## src/rtl/seg7_scan_ctrl.sv

```systemverilog
// seg7_scan_ctrl: multiplexed N-digit hex 7-segment driver with frame-synchronous loads,
// leading-zero blanking and PWM dimming. Optional per-digit blink under SEG7_BLINK_EN.
module seg7_scan_ctrl #(
    parameter int unsigned N_DIGITS   = 8,
    parameter int unsigned SCAN_LOG2  = 12,
    parameter int unsigned DIM_BITS   = 3,
    parameter int unsigned BLINK_LOG2 = 4
) (
    input  logic                  clk,
    input  logic                  rst,
    input  logic [4*N_DIGITS-1:0] data,
    input  logic [N_DIGITS-1:0]   dp,
    input  logic [N_DIGITS-1:0]   digit_en,
`ifdef SEG7_BLINK_EN
    input  logic [N_DIGITS-1:0]   blink,
`endif
    input  logic                  lz_blank,
    input  logic                  load,
    output logic                  load_ack,
    input  logic [DIM_BITS-1:0]   brightness,
    output logic                  frame_tick,
    output logic [N_DIGITS-1:0]   an,
    output logic [7:0]            seg
);
    localparam int unsigned IDX_W = $clog2(N_DIGITS);

    typedef struct packed {
        logic [4*N_DIGITS-1:0] data;
        logic [N_DIGITS-1:0]   dp;
        logic [N_DIGITS-1:0]   en;
`ifdef SEG7_BLINK_EN
        logic [N_DIGITS-1:0]   blink;
`endif
        logic                  lz;
    } disp_t;

    logic [SCAN_LOG2-1:0] presc_q;
    logic [IDX_W-1:0]     idx_q;
    logic                 slot_tick;
    logic                 wrap;

    disp_t in_cfg;
    disp_t pend_q, pend_d;
    disp_t disp_q, disp_d;
    logic  pend_valid_q, pend_valid_d;

    logic [N_DIGITS-1:0] upper_zero;
    logic                zero_run;
    logic [3:0]          cur_nib;
    logic                blink_ok;
    logic                lit;
    logic [N_DIGITS-1:0] an_d;
    logic [7:0]          seg_d;

    assign slot_tick = &presc_q;
    assign wrap      = slot_tick && (idx_q == IDX_W'(N_DIGITS - 1));

    always_ff @(posedge clk or posedge rst) begin
        if (rst) begin
            presc_q <= '0;
            idx_q   <= '0;
        end else begin
            presc_q <= presc_q + 1'b1;
            if (slot_tick) begin
                idx_q <= wrap ? '0 : idx_q + 1'b1;
            end
        end
    end

    always_comb begin
        in_cfg.data = data;
        in_cfg.dp   = dp;
        in_cfg.en   = digit_en;
`ifdef SEG7_BLINK_EN
        in_cfg.blink = blink;
`endif
        in_cfg.lz   = lz_blank;
    end

    // A load landing on the wrapping tick bypasses the pending regs and is applied directly.
    always_comb begin
        pend_d       = pend_q;
        pend_valid_d = pend_valid_q;
        disp_d       = disp_q;
        if (wrap) begin
            if (load) begin
                disp_d = in_cfg;
            end else if (pend_valid_q) begin
                disp_d = pend_q;
            end
            pend_valid_d = 1'b0;
        end else if (load) begin
            pend_d       = in_cfg;
            pend_valid_d = 1'b1;
        end
    end

    always_ff @(posedge clk or posedge rst) begin
        if (rst) begin
            pend_q       <= '0;
            pend_valid_q <= 1'b0;
            disp_q       <= '0;
        end else begin
            pend_q       <= pend_d;
            pend_valid_q <= pend_valid_d;
            disp_q       <= disp_d;
        end
    end

`ifdef SEG7_BLINK_EN
    localparam int unsigned BCNT_W = (BLINK_LOG2 > 0) ? BLINK_LOG2 : 1;
    logic [BCNT_W-1:0] blink_cnt_q;
    logic              blink_on_q;

    always_ff @(posedge clk or posedge rst) begin
        if (rst) begin
            blink_cnt_q <= '0;
            blink_on_q  <= 1'b1;
        end else if (wrap) begin
            blink_cnt_q <= blink_cnt_q + 1'b1;
            if ((BLINK_LOG2 == 0) || (&blink_cnt_q)) begin
                blink_on_q <= ~blink_on_q;
            end
        end
    end

    assign blink_ok = ~(disp_q.blink[idx_q] & ~blink_on_q);
`else
    assign blink_ok = 1'b1;
`endif

    // upper_zero[i]: nibbles i..N_DIGITS-1 of the displayed value are all zero.
    always_comb begin
        zero_run   = 1'b1;
        upper_zero = '0;
        for (int i = N_DIGITS - 1; i >= 0; i--) begin
            zero_run      = zero_run && (disp_q.data[4*i +: 4] == 4'h0);
            upper_zero[i] = zero_run;
        end
    end

    function automatic logic [6:0] hex_glyph(input logic [3:0] nib);
        logic [6:0] g;
        case (nib)
            4'h0: g = 7'h40;
            4'h1: g = 7'h79;
            4'h2: g = 7'h24;
            4'h3: g = 7'h30;
            4'h4: g = 7'h19;
            4'h5: g = 7'h12;
            4'h6: g = 7'h02;
            4'h7: g = 7'h78;
            4'h8: g = 7'h00;
            4'h9: g = 7'h10;
            4'hA: g = 7'h08;
            4'hB: g = 7'h03;
            4'hC: g = 7'h46;
            4'hD: g = 7'h21;
            4'hE: g = 7'h06;
            default: g = 7'h0E;
        endcase
        return g;
    endfunction

    assign cur_nib = disp_q.data[{idx_q, 2'b00} +: 4];
    assign lit     = (presc_q[SCAN_LOG2-1 -: DIM_BITS] <= brightness) && disp_q.en[idx_q]
                     && blink_ok;

    always_comb begin
        an_d  = '1;
        seg_d = 8'hFF;
        if (lit) begin
            an_d[idx_q] = 1'b0;
            seg_d[7]    = ~disp_q.dp[idx_q];
            if (disp_q.lz && (idx_q != '0) && upper_zero[idx_q]) begin
                seg_d[6:0] = 7'h7F;
            end else begin
                seg_d[6:0] = hex_glyph(cur_nib);
            end
        end
    end

    always_ff @(posedge clk or posedge rst) begin
        if (rst) begin
            an         <= '1;
            seg        <= 8'hFF;
            load_ack   <= 1'b0;
            frame_tick <= 1'b0;
        end else begin
            an         <= an_d;
            seg        <= seg_d;
            load_ack   <= wrap && (load || pend_valid_q);
            frame_tick <= wrap;
        end
    end

endmodule
```

## config.mk

```make
export PLATFORM = sky130hd
export DESIGN_NAME = seg7_scan_ctrl
export DESIGN_NICKNAME = d
export VERILOG_FILES = /design/src/rtl/seg7_scan_ctrl.sv
export SDC_FILE = /design/constraint.sdc
export NUM_CORES = 1
export LEC_CHECK = 0
export ABC_AREA = 1
export CAP_MARGIN = 40
export CORE_MARGIN = 2
export CORE_UTILIZATION = 51
export CTS_CLUSTER_DIAMETER = 40
export DETAILED_ROUTE_END_ITERATION = 10
export GPL_TIMING_DRIVEN = 0
export PLACE_DENSITY = 0.87
export SLEW_MARGIN = 0
export SYNTH_ARGS = -nofsm -noshare
export SYNTH_HDL_FRONTEND = slang
export SYNTH_SLANG_ARGS = --single-unit
export TNS_END_PERCENT = 50
```

## constraint.sdc

```tcl
create_clock -name clk -period 3.85 [get_ports clk]
set_clock_uncertainty 0.15 [all_clocks]
set_input_delay 0.5775 -clock clk [delete_from_list [all_inputs] [get_ports clk]]
set_output_delay 0.5775 -clock clk [all_outputs]
set_load 0.05 [all_outputs]
```

==> results.tsv <==
stage	metric	value	unit
run_status	outcome	complete, no violations	
setup_path	Crit path largest cell delay	0.80	ns
routing	Initial DRC Count	442	
finish	area of the multi-input gates	2830	um^2
die	die height	118	um
finish	antenna cell count	0	
clock_tree	Post-CTS Setup Inserts	0	
setup_path	Crit path arrival time	1.74	ns
synthesis	flops & latches, synth	132	
synthesis	cell count after synthesis	790	
sta	maximum clock rate	0.405	GHz
routing	routed len/inst	14.5	um
power	Flop pwr share	0.439	
synthesis	syn_nets	858	
grt	initial antenna violation count	0	
power	Total Power	3490	uW
clock_tree	Num Clock Sinks	132	
min_path	Hold Crit Start	presc_q[0]$_DFF_PP0_	
synthesis	Yosys warnings	0	
routing	routed vias/inst	5.27	
finish	Finished Core Util	0.646	
die	Core Footprint	12600	um^2
synthesis	Avg Inst Size Synth	8.32	um^2
die	die area	13800	um^2
power	switching share of total power	0.251	
finish	final net count	951	
setup_path	worst path bufs/invs	1	
synthesis	Synth Cell Area	6570	um^2
routing	DR pass1 iterations	5	
synthesis	share of the yosys chip area belonging to registers	0.506	
setup_path	Crit Path Category	reg -> out	
sta	setup tns final	0	ns
routing	Vias	5629	
setup_path	crit path from	an[5]$_DFF_PP1_	
clock_tree	CTS buffer count	17	
setup_path	CP max stage cell	clkdlybuf4s50_1	
clock_tree	Max H-tree Level	4	
sta	minimum clock period	2.47	ns
placement	Placed Cells	1036	
die	Die W	118	um
clock_tree	CTS tree	built	
finish	Non-Filler Instances	1068	
grt	Remaining Overflow, GRT	0	
routing	Final Routed Wirelength	15.4	mm
sta	Slew Limit Fails	0	
placement	port bufs	71	
sta	worst relative slew slack	0.463	
sta	RSZ-0062 raised after global routing	no	
sta	Tcrit/Tclk final	0.642	
setup_path	worst r2r src	idx_q[0]$_DFFE_PP0P_	
die	IO Pins	73	
finish	Synth-to-Final Area Change	24.1	%
power	Logic pwr share	0.109	
power	Max IR drop VDD	0.375	mV
die	Rows	41	
setup_path	CP Launch Type	flop	
routing	post-route ant nets	0	
setup_path	Worst path top cell family by delay	buffers and inverters	
finish	Reg area	3320	um^2
setup_path	Crit. path cell count	1	
synthesis	count of unique library cells instantiated by Yosys	30	
placement	hpwl dp	10.9	mm
die	Initial Util	0.521	
sta	Fin. Hold Viols	0	
clock_tree	clock root cell	clkbuf_16	
finish	fillcell total	1033	
sta	setup violators final	0	
grt	vias in the first global route	5494	
finish	fraction of layout cells with a size suffix above 1	0.0960	
power	Clk pwr share	0.452	
routing	drc violations	0	
job	Max Cap Viol	0	
power	Static Leak	0.00409	uW
min_path	hold path depth	1	
placement	GPL Wtd Cong	0.981	
clock_tree	clock slew at reported path FFs	0.06	ns
setup_path	crit path capture type	primary output	
clock_tree	Worst-Skew Late Latency	0.43	ns
grt	Total Routing Usage GR	0.239	
setup_path	FF-to-FF path depth	14	
min_path	worst hold path class	reg -> reg	
clock_tree	CTS resizes	0	
clock_tree	CTS Buffer Depth	2	
setup_path	critical path peak fanout	1	
finish	final instance area	8160	um^2
setup_path	critical path cell sequence	clkdlybuf4s50_1	
setup_path	critical path required time	3.12	ns
grt	largest net degree at the start of global routing	40	
sta	Worst Tran Pin Value	0.806	ns
placement	placed cell area	7560	um^2
clock_tree	Post-CTS Hold Fix Bufs	0	
power	Pint	2620	uW
power	sw power	875	uW
power	power per cell area	428	nW/um^2
grt	global-route wire length before repair	26.3	mm
## power by group through the flow
stage	clock, uW	sequential (uW)	combinational, uW
global placement	0	1550	362
CTS	1600	1530	383
global route	1670	1540	427
detailed placement	0	1550	379
floorplan	0	1560	216
finish	1580	1530	382
## sequential cells by signal, summed over array words and instances, names as in the netlist, 3 cells and up
register,flops
presc_q,12
idx_q,3
seg,8
an,8
disp_q,49
pend_q,49
## cell usage in the layout, fill, tap and decap left out, types with 13 or more instances in the layout
cell,n
clkdlybuf4s50_1,71
inv_1,50
clkbuf_16,20
nand3_1,70
buf_2,16
dfstp_2,16
mux2i_1,49
nor2_1,100
nand2_1,232
a21oi_1,59
ha_1,13
dfrtp_1,116
## cell usage after synthesis
| library cell | instances | area share |
|---|---|---|
| nand2_1 | 232 | 0.13 |
| clkbuf_1 | 8 | 0.0046 |
| nor2_1 | 100 | 0.057 |
| a21oi_1 | 59 | 0.045 |
| dfrtp_1 | 116 | 0.44 |
| nand3_4 | 1 | 0.0027 |
| clkinv_1 | 1 | 0.00057 |
| nand4_2 | 1 | 0.0019 |
| a31oi_1 | 2 | 0.0019 |
| buf_4 | 8 | 0.0091 |
| ha_1 | 13 | 0.025 |
| nor4_1 | 1 | 0.00095 |
| buf_1 | 5 | 0.0029 |
| inv_2 | 5 | 0.0029 |
| dfstp_2 | 16 | 0.064 |
| and3_1 | 1 | 0.00095 |
| xor2_1 | 6 | 0.0080 |
| nand3_1 | 70 | 0.053 |
| mux2i_1 | 49 | 0.075 |
| xnor2_1 | 3 | 0.0040 |
| buf_2 | 16 | 0.012 |
| o21ai_0 | 4 | 0.0030 |
| buf_6 | 2 | 0.0034 |
| nor3_2 | 1 | 0.0015 |
| nand3b_1 | 3 | 0.0034 |
| nor3b_1 | 1 | 0.0011 |
| nor3_1 | 10 | 0.0076 |
| nand4_1 | 4 | 0.0038 |
| nor2_4 | 1 | 0.0017 |
| inv_1 | 51 | 0.029 |
## kinds of logic after synthesis
kind of cell,Yosys count,synth area share
simple gates,426,0.269
mux,49,0.0746
xor+xnor,9,0.0120
compound gates,65,0.0499
flops,132,0.506
buf+inv,96,0.0647
fa+ha+maj,13,0.0247
## area by class of cell
class,instances,share of cell area
Inverter,57,0.0267
Tap cell,172,0.0264
Clock inverter,9,0.00752
Multi-Input combinational cell,562,0.346
Sequential cell,132,0.407
Clock buffer,23,0.0652
Buffer,39,0.0259
Timing Repair Buffer,74,0.0945
## worst reg2reg max path, delay by kind of cell, from the launching register on
kind | cells | cell delay [ns]
and+or+nand+nor | 8 | 0.68
buffers and inverters | 4 | 0.52
DFF | 1 | 0.47
adders and majority gates | 1 | 0.30
AOI/OAI and AO/OA | 1 | 0.17
## layer usage
layer  up-vias  share of wire  global-route usage  routed length, um
li1       2725              -                   -                  -
met1      2670           0.44               0.315               6760
met2       194           0.47               0.371               7210
met3        40          0.059              0.0581                918
met4         0          0.036               0.119                551
met5         -              0                   0                  0
## path summary, 6_finish.rpt
check                                         end  slack [ns]
max reg2reg                      seg[1]$_DFF_PP1_        1.48
max                                         an[5]        1.38
min in group asynchronous  pend_q[11]$_DFFE_PP0P_        0.39
max in group asynchronous  pend_q[42]$_DFFE_PP0P_        2.36
min                          presc_q[0]$_DFF_PP0_        0.31
min reg2reg                  presc_q[0]$_DFF_PP0_        0.31
## stage by stage
step | hold WS, ns | worst slack, ns
floorplan | 0.272 | 1.50
global placement | 0.286 | 0.387
detailed placement | 0.307 | 1.31
CTS | 0.319 | 1.36
global route | 0.340 | 1.28
finish | 0.310 | 1.38
Power figures use the tool's default switching activity.
